==> src/rtl/mem_arb_pkg.sv <==
// Shared types for the memory-port arbiter: FSM state encoding and requester IDs.
package mem_arb_pkg;

  typedef enum logic [1:0] {
    StIdle  = 2'd0,
    StBusyI = 2'd1,
    StBusyD = 2'd2
  } arb_state_t;

  typedef enum logic {
    ReqIf = 1'b0,
    ReqDm = 1'b1
  } req_id_t;

endpackage

==> src/rtl/mem_port_arbiter.sv <==
// Arbitrates fetch and data-unit requests onto one shared cache port; all outputs registered.
// Define ARB_ROUND_ROBIN_EN for round-robin on simultaneous requests (default: data unit wins).
module mem_port_arbiter
  import mem_arb_pkg::*;
#(
  parameter int unsigned ADDR_W = 64,
  parameter int unsigned DATA_W = 64
) (
  input  logic                clk,
  input  logic                reset,
  input  logic                if_req,
  input  logic [ADDR_W-1:0]   if_addr,
  output logic                if_done,
  output logic [DATA_W-1:0]   if_rdata,
  input  logic                dm_req,
  input  logic                dm_we,
  input  logic [ADDR_W-1:0]   dm_addr,
  input  logic [DATA_W-1:0]   dm_wdata,
  input  logic [DATA_W/8-1:0] dm_be,
  output logic                dm_done,
  output logic [DATA_W-1:0]   dm_rdata,
  output logic [ADDR_W-1:0]   mem_addr,
  output logic [DATA_W-1:0]   mem_wdata,
  output logic [DATA_W/8-1:0] mem_be,
  output logic                mem_re,
  output logic                mem_we,
  input  logic [DATA_W-1:0]   mem_rdata,
  input  logic                mem_data_valid,
  input  logic                mem_write_complete
);

  localparam int unsigned BeW = DATA_W / 8;

  arb_state_t        r_state, w_state_nxt;
  logic [ADDR_W-1:0] r_mem_addr, w_mem_addr_nxt;
  logic [DATA_W-1:0] r_mem_wdata, w_mem_wdata_nxt;
  logic [BeW-1:0]    r_mem_be, w_mem_be_nxt;
  logic              r_mem_re, w_mem_re_nxt;
  logic              r_mem_we, w_mem_we_nxt;
  logic              r_if_done, w_if_done_nxt;
  logic              r_dm_done, w_dm_done_nxt;
  logic [DATA_W-1:0] r_if_rdata, w_if_rdata_nxt;
  logic [DATA_W-1:0] r_dm_rdata, w_dm_rdata_nxt;
  req_id_t           w_winner;

`ifdef ARB_ROUND_ROBIN_EN
  req_id_t r_last_grant;

  // On a tie, hand the port to whoever did not win last time.
  always_comb begin
    if (dm_req && if_req) begin
      w_winner = (r_last_grant == ReqDm) ? ReqIf : ReqDm;
    end else begin
      w_winner = dm_req ? ReqDm : ReqIf;
    end
  end

  always_ff @(posedge clk) begin
    if (reset) begin
      r_last_grant <= ReqIf;
    end else if (r_state == StIdle && (if_req || dm_req)) begin
      r_last_grant <= w_winner;
    end
  end
`else
  always_comb begin
    w_winner = dm_req ? ReqDm : ReqIf;
  end
`endif

  always_comb begin
    w_state_nxt     = r_state;
    w_mem_addr_nxt  = r_mem_addr;
    w_mem_wdata_nxt = r_mem_wdata;
    w_mem_be_nxt    = r_mem_be;
    w_mem_re_nxt    = r_mem_re;
    w_mem_we_nxt    = r_mem_we;
    w_if_done_nxt   = 1'b0;
    w_dm_done_nxt   = 1'b0;
    w_if_rdata_nxt  = r_if_rdata;
    w_dm_rdata_nxt  = r_dm_rdata;
    unique case (r_state)
      StIdle: begin
        if (if_req || dm_req) begin
          if (w_winner == ReqDm) begin
            w_mem_addr_nxt  = dm_addr;
            w_mem_wdata_nxt = dm_wdata;
            w_mem_be_nxt    = dm_be;
            w_mem_re_nxt    = ~dm_we;
            w_mem_we_nxt    = dm_we;
            w_state_nxt     = StBusyD;
          end else begin
            w_mem_addr_nxt  = if_addr;
            w_mem_wdata_nxt = '0;
            w_mem_be_nxt    = '0;
            w_mem_re_nxt    = 1'b1;
            w_mem_we_nxt    = 1'b0;
            w_state_nxt     = StBusyI;
          end
        end
      end
      StBusyI: begin
        if (mem_data_valid) begin
          w_if_rdata_nxt = mem_rdata;
          w_if_done_nxt  = 1'b1;
          w_mem_re_nxt   = 1'b0;
          w_state_nxt    = StIdle;
        end
      end
      StBusyD: begin
        // The registered write enable records which strobe closes this transaction.
        if (r_mem_we ? mem_write_complete : mem_data_valid) begin
          if (!r_mem_we) begin
            w_dm_rdata_nxt = mem_rdata;
          end
          w_dm_done_nxt = 1'b1;
          w_mem_re_nxt  = 1'b0;
          w_mem_we_nxt  = 1'b0;
          w_state_nxt   = StIdle;
        end
      end
      default: w_state_nxt = StIdle;
    endcase
  end

  always_ff @(posedge clk) begin
    if (reset) begin
      r_state     <= StIdle;
      r_mem_addr  <= '0;
      r_mem_wdata <= '0;
      r_mem_be    <= '0;
      r_mem_re    <= 1'b0;
      r_mem_we    <= 1'b0;
      r_if_done   <= 1'b0;
      r_dm_done   <= 1'b0;
      r_if_rdata  <= '0;
      r_dm_rdata  <= '0;
    end else begin
      r_state     <= w_state_nxt;
      r_mem_addr  <= w_mem_addr_nxt;
      r_mem_wdata <= w_mem_wdata_nxt;
      r_mem_be    <= w_mem_be_nxt;
      r_mem_re    <= w_mem_re_nxt;
      r_mem_we    <= w_mem_we_nxt;
      r_if_done   <= w_if_done_nxt;
      r_dm_done   <= w_dm_done_nxt;
      r_if_rdata  <= w_if_rdata_nxt;
      r_dm_rdata  <= w_dm_rdata_nxt;
    end
  end

  assign mem_addr  = r_mem_addr;
  assign mem_wdata = r_mem_wdata;
  assign mem_be    = r_mem_be;
  assign mem_re    = r_mem_re;
  assign mem_we    = r_mem_we;
  assign if_done   = r_if_done;
  assign dm_done   = r_dm_done;
  assign if_rdata  = r_if_rdata;
  assign dm_rdata  = r_dm_rdata;

endmodule

==> config.mk <==
export PLATFORM = sky130hd
export DESIGN_NAME = mem_port_arbiter
export DESIGN_NICKNAME = d
export VERILOG_FILES = /design/src/rtl/mem_arb_pkg.sv /design/src/rtl/mem_port_arbiter.sv
export SDC_FILE = /design/constraint.sdc
export NUM_CORES = 1
export LEC_CHECK = 0
export BUFFER_PORTS_ARGS = -buffer_cell sky130_fd_sc_hd__buf_2
export CAP_MARGIN = 15
export CORE_AREA = 3 3 206 208
export DETAILED_ROUTE_END_ITERATION = 16
export DIE_AREA = 0 0 209 211
export GPL_ROUTABILITY_DRIVEN = 0
export PLACE_DENSITY_LB_ADDON = 0.08
export SLEW_MARGIN = 20
export SYNTH_ARGS = -nofsm -noshare
export SYNTH_HDL_FRONTEND = slang
export SYNTH_SLANG_ARGS = --single-unit
==> constraint.sdc <==
create_clock -name clk -period 1.6 [get_ports clk]
set_input_delay 0.24 -clock clk [delete_from_list [all_inputs] [get_ports clk]]
set_output_delay 0.24 -clock clk [all_outputs]
set_load 0.05 [all_outputs]
======== Word level (Yosys, flattened, before mapping) ========
Index checks and enable logic that the tools add are counted.
word-level totals
  register bits after elaboration ......... 270
  word-level logic and storage cells ...... 51
  bits of input ports ..................... 271
  output and inout port bits .............. 268
operators by class
  equality and inequality tests ........... 5
  reductions and logical operators ........ 12
  bitwise gates (word level) .............. 4
  mux-type cells .......................... 20
operators with widths
  operator                                              number
  2-to-1 mux 64 bit                                     2
  2-to-1 mux 1 bit                                      10
  AND reduction 3 bit                                   3
  2-to-1 mux 2 bit                                      4
  2-to-1 mux 8 bit                                      1
  != test 2 bit (second input constant)                 3
  one-hot mux 2 bit (3 select lines)                    1
  NOT 1 bit                                             4
  AND reduction 2 bit                                   2
  AND reduction 4 bit                                   1
  OR reduction 2 bit                                    2
  one-hot mux 1 bit (3 select lines)                    1
  nonzero test 3 bit                                    1
  equality test 2 x 1 -> 1 bit (second input constant)  1
  equality test 2 bit (second input constant)           1
  zero test 2 bit                                       1
  one-hot mux 1 bit (2 select lines)                    1
  nonzero test 2 bit                                    1
  logical OR 1 bit                                      1

======== Depth between registers and ports, before layout ========
  depth after elaboration ................. 4
  mapped depth ............................ 7
  depth with buffers taken out ............ 5

======== Worst setup path before layout ========
Ideal clock, no wire load.
  path type ............................... register -> register
  start ................................... reg r_mem_we, in the netlist mem_we
  end ..................................... reg r_mem_re, in the netlist mem_re
  arrival time ............................ 1.516 ns
  path buffers ............................ 0
  library setup time ...................... 0.072 ns
  path slack .............................. 0.012 ns
  period minus slack after synthesis ...... 1.588 ns
  data required time ...................... 1.528 ns
  stages on the path, launching flop included .. 4
  cell sequence ........................... dfxtp_1 mux2i_1 a2111oi_2 mux2i_1
between the ends
  cells in the longest elaborated chain, start to end .. 3
ends and longest elaborated chain
  element                        line                     source
  from (decl)                    mem_port_arbiter.sv:39   logic r_mem_we, w_mem_we_nxt;
  from (signal assigned)         mem_port_arbiter.sv:144  r_mem_we <= w_mem_we_nxt;
  2-to-1 mux 1 bit               mem_port_arbiter.sv:112  if (r_mem_we ? mem_write_complete : mem_data_valid) begin
  != test 2 bit (no line)        -
  AND reduction 4 bit (no line)  -
  to (signal assigned)           mem_port_arbiter.sv:143  r_mem_re <= w_mem_re_nxt;
  to (decl)                      mem_port_arbiter.sv:38   logic r_mem_re, w_mem_re_nxt;
No other way between the ends.
A chain may end at the register's enable or synchronous reset.

======== Final worst setup path ========
  start ................................... reg r_state[0]
  end ..................................... reg r_mem_addr[61], in the netlist mem_addr[61]
between the ends
  cells in the longest elaborated chain, start to end .. 2
ends and longest elaborated chain
  element                        line                     source
  from (decl)                    mem_port_arbiter.sv:34   arb_state_t r_state, w_state_nxt;
  from (signal assigned)         mem_port_arbiter.sv:128  r_state <= StIdle;
  from (signal assigned)         mem_port_arbiter.sv:139  r_state <= w_state_nxt;
  zero test 2 bit                mem_port_arbiter.sv:82   unique case (r_state)
  AND reduction 2 bit (no line)  -
  to (signal assigned)           mem_port_arbiter.sv:140  r_mem_addr <= w_mem_addr_nxt;
  to (decl)                      mem_port_arbiter.sv:35   logic [ADDR_W-1:0] r_mem_addr, w_mem_addr_nxt;
No other way between the ends.

==> run metrics <==
outcome=completed; core footprint=0.0407 mm^2; Crit path depth=6; row count=74; clock buffer depth=3; Psw=7020 uW; Setup crit start=r_state[0]$_SDFFE_PP0P_; sequential power share=37.1%; Antenna Violating Nets Remaining=0; register area share after synthesis=52.2%; maximum VDD drop=0.000719 V; PortBufs=538; worst r2r path cells=6; CTS Buf Count=31; commonest cells after routing, fill and taps aside=535 x buf_2, 268 x dfxtp_1, 256 x nand2_1; die area=0.0441 mm^2; Synth top area share=52.2%; syn_nets=1397; Placement Setup Slack=-0.0416 ns; Sw Share=34.4%; Die Y=211 um; Synth Instances=1121; Final setup viols=0; synth warn=0; WP data required=2.03 ns; Max stage delay on crit path=0.34 ns; Crit. End Element=flop; Worst Setup EP=mem_addr[61]$_SDFFE_PP0P_; syn avg cell area=9.24 um^2; die width=209 um; total routed wirelength=41400 um; initial antenna violation count=5; global-route wire length before repair=61200 um; Clock power frac=34.8%; # H-tree levels=1; Nets=2052; Leak=0.00748 uW; flop2flop setup slack=0.09 ns; vias=10300; Max-cap violations=0; Tot Pwr=20400 uW; clk_skew=0.0291 ns; wire per inst=17.8 um; drt initial violations=464; Min-Delay Path Class=input port to flop; Buf/Inv on CP=3; CP top delay family=buffers and inverters; Slowest-stage cell, CP=dfxtp_2; total gr overflow=0; Critical Path, Cell by Cell=inv_2, ha_4, o21a_4, buf_4, clkbuf_16, a211oi_2; Worst Path Arrival=1.94 ns; Pwr Density=1250 mW/mm^2; combinational fraction of design power=28.1%; Synth cell types=30; crit share post-route=94.6%; Sink Count=270; largest net degree at the start of global routing=74; final worst setup slack=0.0871 ns; RR Endpoint=mem_addr[61]$_SDFFE_PP0P_; global-route usage over all layers=17.3%; Starting Density=25.4%; critical path class=flop to flop; DP HPWL=28400 um; CTS tree=yes; Final min period=1.51 ns; CP Max Fanout=21; Syn Std Cell Area=0.0104 mm^2; IO Pins=539; layout cell share with drive strength beyond 1=39.3%; worst-margin pin slew=0.584 ns; Reg-to-Reg Start=r_state[0]$_SDFFE_PP0P_; P&R area growth vs syn=57.5%; Filler Cell Count=4198; Slew Viols, Final=0; Yosys top cell by area=dfxtp_1; Pint=13400 uW; top cells by area, synth=dfxtp_1 52%, nand2_1 9.3%, a211oi_2 7.9%; Root Buffer Master=clkbuf_16; commonest non-fill, non-tap cell in the layout=buf_2; Layout Utilization=40.0%; clock latency on the worst-skew pair=0.58 ns; Synth Register Bits=270; residual DRC count=0; clock slew at reported path FFs=0.06 ns; FMAX=661 MHz; TritonRoute pass-1 iters=4; vias in the first global route=10400; RSZ-0062 raised after global routing=true; drt via density=4.44; Slew headroom=60.0%; CP Launch Type=flop; Hold Vio Cnt, Final=0
## logic make-up after synthesis
kind of cell	count (synthesis)	synth area share [%]
compound gates	271	19.8
flops	270	52.2
mux	68	6.57
fa+ha+maj	5	0.604
buf+inv	97	5.54
simple gates	410	15.3
## state kept, by name, indices dropped and copies added (netlist names)
signal / count
if_done: 1
if_rdata: 64
mem_wdata: 64
dm_rdata: 64
dm_done: 1
mem_re: 1
mem_be: 8
mem_addr: 64
mem_we: 1
r_state: 2
## worst reg2reg max path, cell delays in order (launching register included)
cell       delay [ns]
dfxtp_2          0.34
inv_2            0.12
ha_4             0.19
o21a_4           0.25
buf_4            0.18
clkbuf_16        0.22
a211oi_2         0.08
## Yosys cell counts
library cell  count
o21ai_2           1
nand2_1         257
inv_1             2
and2b_1           1
o21a_2            1
a211o_1           1
a21oi_1         128
dfxtp_1         270
a211oi_1          1
buf_2            38
a211oi_2         65
clkbuf_8          2
ha_1              5
and3b_2           1
buf_1             5
and2_1            2
nand3_1           1
or3b_1            1
a2111oi_2         1
nor2_1          139
nor3b_1           2
mux2i_1          68
nand2b_1          3
nand3b_1          2
buf_4            10
clkbuf_1         26
or2b_1            1
a22oi_1          72
buf_6            14
o21ai_0           1
## routing by layer
layer  GRT usage [%]  vias to the layer above  share of wire (%)
met3            5.72                       53                8.2
li1                -                     5125                  -
met2            30.0                      354                 48
met5               0                        -              0.065
met4            3.95                        4                2.0
met1            20.9                     4807                 41
## per-stage QoR
stage	hold slack [ns]	setup TNS (ns)	instances	area, um^2
floorplan	0.370	0	1121	10400
global placement	0.439	-0.0765	2124	13600
detailed placement	0.444	-0.123	2124	13600
CTS	0.000647	0	2323	16100
global route	0.00541	-0.0566	2331	16300
finish	0.0352	0	2331	16300
## power by group through the flow
stage | clock network, uW | registers (uW) | logic (uW)
after floorplan | 0 | 9620 | 1800
after global placement | 0 | 7700 | 5210
after detailed placement | 0 | 7700 | 5240
after CTS | 7380 | 7570 | 5580
after global routing | 7670 | 7640 | 6120
final | 7110 | 7570 | 5730
## area by class of cell
cell class | instances | area (um^2) | area share (%)
clock inverters | 11 | 136 | 0.836
multi-input cells | 754 | 4450 | 27.3
repair buffers | 717 | 4770 | 29.3
well taps | 532 | 666 | 4.08
inverters | 2 | 7.51 | 0.0460
flip-flops and latches | 270 | 5410 | 33.1
clock buffers | 44 | 875 | 5.36
diodes | 1 | 2.50 | 0.0153
## timing repair
item,CTS,global route
pin swaps,0,1
cloned,2,4
hold buffers,139,0
setup endpoints to repair,102,187
gates resized for setup,7,12
endpoints found under the hold margin,203,0
setup buffers,3,3
## how the worst min path moves through the flow
stage / start / end / slack, ns / cells after the start
floorplan: dm_we / mem_we$_SDFFE_PP0P_ / 0.37 / 2
global placement: dm_rdata[15]$_SDFFE_PP0P_ / dm_rdata[15]$_SDFFE_PP0P_ / 0.44 / 2
detailed placement: dm_rdata[36]$_SDFFE_PP0P_ / dm_rdata[36]$_SDFFE_PP0P_ / 0.44 / 2
CTS: if_addr[33] / mem_addr[33]$_SDFFE_PP0P_ / 0.0006 / 3
global route: if_addr[28] / mem_addr[28]$_SDFFE_PP0P_ / 0.005 / 3
finish: if_addr[33] / mem_addr[33]$_SDFFE_PP0P_ / 0.04 / 3
No activity file was read; power rests on OpenSTA's default activity.
